[config.mk]
export PLATFORM = sky130hd
export DESIGN_NAME = alu_sequencer_flat
export DESIGN_NICKNAME = d
export VERILOG_FILES = /design/src/rtl/alu_sequencer_pkg.sv /design/src/rtl/alu_sequencer_if.sv /design/src/rtl/alu_sequencer_ovf_check.sv /design/src/rtl/alu_sequencer.sv /design/src/flat_wrapper.sv
export SDC_FILE = /design/constraint.sdc
export NUM_CORES = 1
export LEC_CHECK = 0
export CORE_ASPECT_RATIO = 1.2
export CORE_MARGIN = 3
export CORE_UTILIZATION = 51
export DETAILED_ROUTE_END_ITERATION = 6
export PLACE_DENSITY = 0.81
export SKIP_CTS_REPAIR_TIMING = 1
export SYNTH_ARGS = -nofsm -noshare
export SYNTH_HDL_FRONTEND = slang
export SYNTH_HIERARCHICAL = 1
export SYNTH_SLANG_ARGS = --single-unit
[constraint.sdc]
create_clock -name clk -period 6.1 [get_ports clk]
set_clock_uncertainty 0.05 [all_clocks]
set_input_delay 1.83 -clock clk [delete_from_list [all_inputs] [get_ports clk]]
set_output_delay 1.83 -clock clk [all_outputs]
set_load 0.02 [all_outputs]
[src/rtl/alu_sequencer_pkg.sv]
// Shared constants and types for the calculator ALU front-end sequencer.
package calc_pkg;

  localparam int WIDTH     = 12;
  localparam int MUL_STEPS = 12;

  localparam logic [2:0] OP_ADD = 3'd0;
  localparam logic [2:0] OP_SUB = 3'd1;
  localparam logic [2:0] OP_AND = 3'd2;
  localparam logic [2:0] OP_XOR = 3'd3;
  localparam logic [2:0] OP_MUL = 3'd4;

  localparam logic [2:0] ALU_ADD  = 3'b000;
  localparam logic [2:0] ALU_SUB  = 3'b100;
  localparam logic [2:0] ALU_AND  = 3'b001;
  localparam logic [2:0] ALU_XOR  = 3'b010;
  localparam logic [2:0] ALU_ZERO = 3'b011;

  typedef enum logic [1:0] {
    IDLE = 2'd0,
    EXEC = 2'd1,
    MUL  = 2'd2,
    RESP = 2'd3
  } state_t;

  // Opcodes that are not single-pass ALU operations select the zero function.
  function automatic logic [2:0] alu_sel(input logic [2:0] op);
    case (op)
      OP_ADD:  alu_sel = ALU_ADD;
      OP_SUB:  alu_sel = ALU_SUB;
      OP_AND:  alu_sel = ALU_AND;
      OP_XOR:  alu_sel = ALU_XOR;
      default: alu_sel = ALU_ZERO;
    endcase
  endfunction

endpackage

[src/rtl/alu_sequencer_if.sv]
// Request/response channels between the command decoder and the result consumer.
interface alu_sequencer_if #(
  parameter int WIDTH = calc_pkg::WIDTH
) ();

  logic             req_valid;
  logic             req_ready;
  logic [2:0]       req_op;
  logic [WIDTH-1:0] req_a;
  logic [WIDTH-1:0] req_b;

  logic             rsp_valid;
  logic             rsp_ready;
  logic [WIDTH-1:0] rsp_result;
  logic             rsp_ovf;
  logic             rsp_err;

  modport master (
    output req_valid, req_op, req_a, req_b, rsp_ready,
    input  req_ready, rsp_valid, rsp_result, rsp_ovf, rsp_err
  );

  modport slave (
    input  req_valid, req_op, req_a, req_b, rsp_ready,
    output req_ready, rsp_valid, rsp_result, rsp_ovf, rsp_err
  );

endinterface

[src/rtl/alu_sequencer_ovf_check.sv]
// Signed two's-complement overflow detection for an ALU add or subtract.
module alu_ovf_check #(
  parameter int WIDTH = calc_pkg::WIDTH
) (
  input  logic [WIDTH-1:0] a,
  input  logic [WIDTH-1:0] b,
  input  logic [WIDTH-1:0] y,
  input  logic             sub,
  output logic             ovf
);

  localparam int MSB = WIDTH - 1;

  logic unused_low_bits;
  assign unused_low_bits = ^{a[MSB-1:0], b[MSB-1:0], y[MSB-1:0]};

  // Subtract overflows only when operand signs differ; add only when they match.
  assign ovf = sub ? ((a[MSB] != b[MSB]) && (y[MSB] != a[MSB]))
                   : ((a[MSB] == b[MSB]) && (y[MSB] != a[MSB]));

endmodule

[src/rtl/alu_sequencer.sv]
// Front-end controller for the external 12-bit ALU: single-pass ops plus shift-add MUL.
module alu_sequencer
  import calc_pkg::*;
#(
  parameter int WIDTH     = calc_pkg::WIDTH,
  parameter int MUL_STEPS = calc_pkg::MUL_STEPS
) (
  input  logic             clk,
  input  logic             rst,
  alu_sequencer_if.slave   bus,
  output logic [WIDTH-1:0] alu_a,
  output logic [WIDTH-1:0] alu_b,
  output logic [2:0]       alu_s,
  input  logic [WIDTH-1:0] alu_y,
  output logic             busy
);

  localparam int CW = $clog2(MUL_STEPS + 1);

  state_t           state, state_next;
  logic [2:0]       op_q;
  logic [WIDTH-1:0] a_q, b_q, acc_q;
  logic             mul_ovf_q;
  logic [CW-1:0]    step_q;
  logic [WIDTH-1:0] rsp_result_q;
  logic             rsp_ovf_q, rsp_err_q;

  logic             accept;
  logic             exec_ovf;
  logic             mul_add, mul_done, mul_ovf_next;
  logic [WIDTH-1:0] acc_next, mcand_next, mplier_next;

  assign accept = bus.req_valid && (state == IDLE);

  // During MUL, a_q holds the shifting multiplicand and b_q the shifting multiplier.
  assign mul_add      = b_q[0];
  assign mplier_next  = b_q >> 1;
  assign mcand_next   = a_q << 1;
  assign acc_next     = mul_add ? alu_y : acc_q;
  assign mul_ovf_next = mul_ovf_q
                      | (mul_add && (alu_y < acc_q))
                      | (a_q[WIDTH-1] && (mplier_next != '0));
  assign mul_done     = (mplier_next == '0) || (step_q == CW'(MUL_STEPS - 1));

  alu_ovf_check #(.WIDTH(WIDTH)) u_ovf (
    .a   (a_q),
    .b   (b_q),
    .y   (alu_y),
    .sub (op_q == OP_SUB),
    .ovf (exec_ovf)
  );

  always_ff @(posedge clk or posedge rst) begin
    if (rst) state <= IDLE;
    else     state <= state_next;
  end

  always_comb begin
    state_next = state;
    alu_a      = '0;
    alu_b      = '0;
    alu_s      = ALU_ZERO;
    case (state)
      IDLE: begin
        if (accept) begin
          if (bus.req_op < OP_MUL)       state_next = EXEC;
          else if (bus.req_op == OP_MUL) state_next = MUL;
          else                           state_next = RESP;
        end
      end
      EXEC: begin
        alu_a      = a_q;
        alu_b      = b_q;
        alu_s      = alu_sel(op_q);
        state_next = RESP;
      end
      MUL: begin
        if (mul_add) begin
          alu_a = acc_q;
          alu_b = a_q;
          alu_s = ALU_ADD;
        end
        if (mul_done) state_next = RESP;
      end
      RESP: begin
        if (bus.rsp_ready) state_next = IDLE;
      end
      default: state_next = IDLE;
    endcase
  end

  // Operand latching, the shift-add loop and the response registers.
  always_ff @(posedge clk or posedge rst) begin
    if (rst) begin
      op_q         <= '0;
      a_q          <= '0;
      b_q          <= '0;
      acc_q        <= '0;
      mul_ovf_q    <= 1'b0;
      step_q       <= '0;
      rsp_result_q <= '0;
      rsp_ovf_q    <= 1'b0;
      rsp_err_q    <= 1'b0;
    end else begin
      case (state)
        IDLE: begin
          if (accept) begin
            op_q      <= bus.req_op;
            a_q       <= bus.req_a;
            b_q       <= bus.req_b;
            acc_q     <= '0;
            mul_ovf_q <= 1'b0;
            step_q    <= '0;
            if (bus.req_op > OP_MUL) begin
              rsp_result_q <= '0;
              rsp_ovf_q    <= 1'b0;
              rsp_err_q    <= 1'b1;
            end
          end
        end
        EXEC: begin
          rsp_result_q <= alu_y;
          rsp_ovf_q    <= ((op_q == OP_ADD) || (op_q == OP_SUB)) ? exec_ovf : 1'b0;
          rsp_err_q    <= 1'b0;
        end
        MUL: begin
          acc_q     <= acc_next;
          a_q       <= mcand_next;
          b_q       <= mplier_next;
          mul_ovf_q <= mul_ovf_next;
          step_q    <= step_q + CW'(1);
          if (mul_done) begin
            rsp_result_q <= acc_next;
            rsp_ovf_q    <= mul_ovf_next;
            rsp_err_q    <= 1'b0;
          end
        end
        default: ;
      endcase
    end
  end

  assign bus.req_ready  = (state == IDLE);
  assign bus.rsp_valid  = (state == RESP);
  assign bus.rsp_result = rsp_result_q;
  assign bus.rsp_ovf    = rsp_ovf_q;
  assign bus.rsp_err    = rsp_err_q;
  assign busy           = (state != IDLE);

endmodule
[src/flat_wrapper.sv]
// flat-port wrapper written by rule: the top's interface ports become plain ports
module alu_sequencer_flat import calc_pkg::*;
#(
  parameter int WIDTH     = calc_pkg::WIDTH,
  parameter int MUL_STEPS = calc_pkg::MUL_STEPS
)
  (clk, rst, alu_a, alu_b, alu_s, alu_y, busy, bus_req_valid, bus_req_op, bus_req_a, bus_req_b, bus_rsp_ready, bus_req_ready, bus_rsp_valid, bus_rsp_result, bus_rsp_ovf, bus_rsp_err);
  alu_sequencer_if #(.WIDTH(WIDTH)) bus_i ();
  input  logic clk;
  input  logic rst;
  output logic [WIDTH-1:0] alu_a;
  output logic [WIDTH-1:0] alu_b;
  output logic [2:0] alu_s;
  input  logic [WIDTH-1:0] alu_y;
  output logic busy;
  input wire logic [$bits(bus_i.req_valid)-1:0] bus_req_valid;
  input wire logic [$bits(bus_i.req_op)-1:0] bus_req_op;
  input wire logic [$bits(bus_i.req_a)-1:0] bus_req_a;
  input wire logic [$bits(bus_i.req_b)-1:0] bus_req_b;
  input wire logic [$bits(bus_i.rsp_ready)-1:0] bus_rsp_ready;
  output wire logic [$bits(bus_i.req_ready)-1:0] bus_req_ready;
  output wire logic [$bits(bus_i.rsp_valid)-1:0] bus_rsp_valid;
  output wire logic [$bits(bus_i.rsp_result)-1:0] bus_rsp_result;
  output wire logic [$bits(bus_i.rsp_ovf)-1:0] bus_rsp_ovf;
  output wire logic [$bits(bus_i.rsp_err)-1:0] bus_rsp_err;
  assign bus_i.req_valid = bus_req_valid;
  assign bus_i.req_op = bus_req_op;
  assign bus_i.req_a = bus_req_a;
  assign bus_i.req_b = bus_req_b;
  assign bus_i.rsp_ready = bus_rsp_ready;
  assign bus_req_ready = bus_i.req_ready;
  assign bus_rsp_valid = bus_i.rsp_valid;
  assign bus_rsp_result = bus_i.rsp_result;
  assign bus_rsp_ovf = bus_i.rsp_ovf;
  assign bus_rsp_err = bus_i.rsp_err;
  alu_sequencer #(.WIDTH(WIDTH), .MUL_STEPS(MUL_STEPS)) u_core (.clk(clk), .rst(rst), .bus(bus_i), .alu_a(alu_a), .alu_b(alu_b), .alu_s(alu_s), .alu_y(alu_y), .busy(busy));
endmodule
==> reports/qor.yml <==
status: "complete, no violations"
cp.arrival_ns: 3.33
synthTopCellsByArea: "dfrtp_1, a22o_1, nand2_1"
finalHoldViolCount: 0
synthFlopType: "dfrtp_1"
ys_warn_count: 6
yosysMostFrequentCell: "nand2_1"
hp-start: "u_core/bus.rsp_result[1]$_DFFE_PP0P_"
routed_wl_um: 9090
dieArea_um2: 7990
die_y_um: 97.3
dr.pass1.iters: 4
synth_largest_area_cell: "dfrtp_1"
critPathLaunch: "u_core/state[0]$_DFFE_PP0P_"
finalSetupTns_ns: 0
ir_drop_mv: 0.305
min_period_over_period: 0.854
dpl.hpwl_um: 6530
powerDensity_nw_per_um2: 562
antenna_cells: 0
drc_errors: 0
pin_count: 87
worst-path-buf-inv: 2
min-delay-path-class: "reg -> reg"
regToRegEndpoint: "u_core/bus.rsp_ovf$_DFFE_PP0P_"
slew_violations: 0
max_cap_violations: 0
whs_endpoint: "u_core/bus.rsp_result[1]$_DFFE_PP0P_"
gp_congestion: 0.890
crit_type: "reg -> out"
synth_commonest_cells: "nand2_1, dfrtp_1, a22o_1"
p_leak_nw: 1.95
die_x_um: 82.1
critPathTopFamily: "simple AND/OR/NAND/NOR gates"
period_minus_slack_ns: 5.21
tritoncts.num_buffers: 9
syn_to_final_growth_pct: 29.6
grt_max_degree: 61
dr.first_iter.drc_count: 193
min_path_cells: 2
worstSkewPairLatency_ns: 0.34
setup_ws_ns: 0.893
grt_usage: 0.244
slew_headroom: 0.367
clock.fmax_ghz: 0.192
grt_pass1_wl_um: 15200
ant_nets: 0
cts_tree: "built"
max_stage_delay_ns: 0.86
path_cells: "inv_1, ha_1, and3_1, a22o_1, clkdlybuf4s50_1"
fin_nets: 518
start_kind: "flop"
holdWs_ns: 0.428
syn_inst: 383
row_count: 32
grt_pass1_vias: 3150
clk_pin_slew_ns: 0.07
yosysSeqAreaShare: 0.424
start_util: 0.540
h-tree-depth: 3
core_area_um2: 6570
post-place-ws_ns: 1.27
yosys.area.top_type_share: 0.424
crit_fanout: 23
r2r_cells: 7
clk_path_buf_depth: 2
synth-seq-cells: 60
post_route_cells_drive_above_1_share: 0.0778
vias_per_cell: 5.83
synth_edf_count: 0
setup_viol: 0
wire_per_inst_um: 16.6
synth.avg_cell_area_um2: 9.25
antenna_found_initial: 0
slowest_stage: "and3_1"
synthesis.nets: 442
synthesis.area_um2: 3540
worstSetupEndpointType: "output pin"
synth-async-reset-ratio: 1.00
timing.rr.start: "u_core/state[0]$_DFFE_PP0P_"
port_buffers: 86
worst_pin_slew_ns: 0.949
ys_types: 42
clock_sinks: 60
cts.root.buffer_cell: "clkbuf_8"
power.total_mw: 2.58
crit_required_ns: 4.22
dr_total_vias: 3193
rsz0062_at_grt: "no"
globalRoute.totalOverflow: 0
reg2reg_slack_ns: 3.50
==> how the worst max path moves through the flow <==
stage,end,cells past startpoint
floorplan,alu_b[0],6
global placement,alu_a[11],5
detailed placement,alu_a[6],5
CTS,alu_a[6],5
global route,alu_a[0],5
finish,alu_a[8],5
==> metal layers <==
metal  part of all wire  vias to the layer above  track usage
met5                  0                        -            0
met4              0.018                        0        0.114
met3              0.070                       16       0.0371
met2               0.48                      138        0.380
met1               0.43                     1518        0.328
li1                   -                     1521            -
==> state kept, by name, summed over array words and instances, names as in the netlist, 2 cells and up <==
| signal | flops |
|---|---|
| u_core/acc_q | 12 |
| u_core/b_q | 12 |
| u_core/step_q | 4 |
| u_core/op_q | 3 |
| u_core/a_q | 12 |
| u_core/state | 2 |
| u_core/bus.rsp_result | 12 |
==> per-stage QoR <==
step                utilization  instance area, um^2  std cells
global route              0.700                 4590        548
global placement          0.671                 4400        533
finish                    0.700                 4590        548
detailed placement        0.671                 4400        533
floorplan                     -                 3540        383
CTS                       0.700                 4590        548
==> where the power goes <==
group	total [mW]	switching [mW]	internal, mW
Sequential	0.765	0.186	0.579
Combinational	1.46	0.846	0.618
Clock	0.354	0.157	0.197
==> final cells by class <==
cell class,instances,area (um^2)
flip-flops and latches,60,1500
repair buffers,89,883
well taps,85,106
clock inverters,4,50.0
inverters,20,75.1
multi-input cells,279,1840
fillers,535,1970
clock buffers,11,141
==> cells by family after synthesis <==
logic type / Yosys count / share of synthesized area
and+or+nand+nor: 114 / 0.142
AOI/OAI and AO/OA: 125 / 0.252
buffers and inverters: 44 / 0.0582
adders and majority gates: 16 / 0.0565
xor gates and xnor gates: 1 / 0.00247
muxes: 23 / 0.0660
DFF: 60 / 0.424
==> worst register-to-register path, stage by stage (launching register included) <==
cell,delay (ns)
dfrtp_1,0.42
inv_1,0.11
ha_1,0.18
buf_4,0.44
o21ai_1,0.24
o211ai_4,0.71
mux2i_1,0.26
a21oi_1,0.07
==> cells in the final DEF (no fill, tap or decap), types with 2 or more instances in the layout <==
cell / count
ha_1: 16
mux2i_1: 20
nor2b_1: 2
nor3_1: 3
a32o_1: 2
o21ai_1: 8
nor4_1: 2
clkinvlp_4: 2
a21oi_1: 8
nand3_1: 4
inv_1: 19
and3_1: 4
nand2_1: 70
clkbuf_8: 10
o22ai_1: 6
and2_1: 2
buf_4: 3
clkdlybuf4s50_1: 86
dfrtp_1: 60
nor2_1: 19
o21ai_0: 37
a22o_1: 45
o21ai_2: 8
or2b_1: 2
a21o_1: 3
mux2_2: 3
Power figures use the tool's default switching activity.
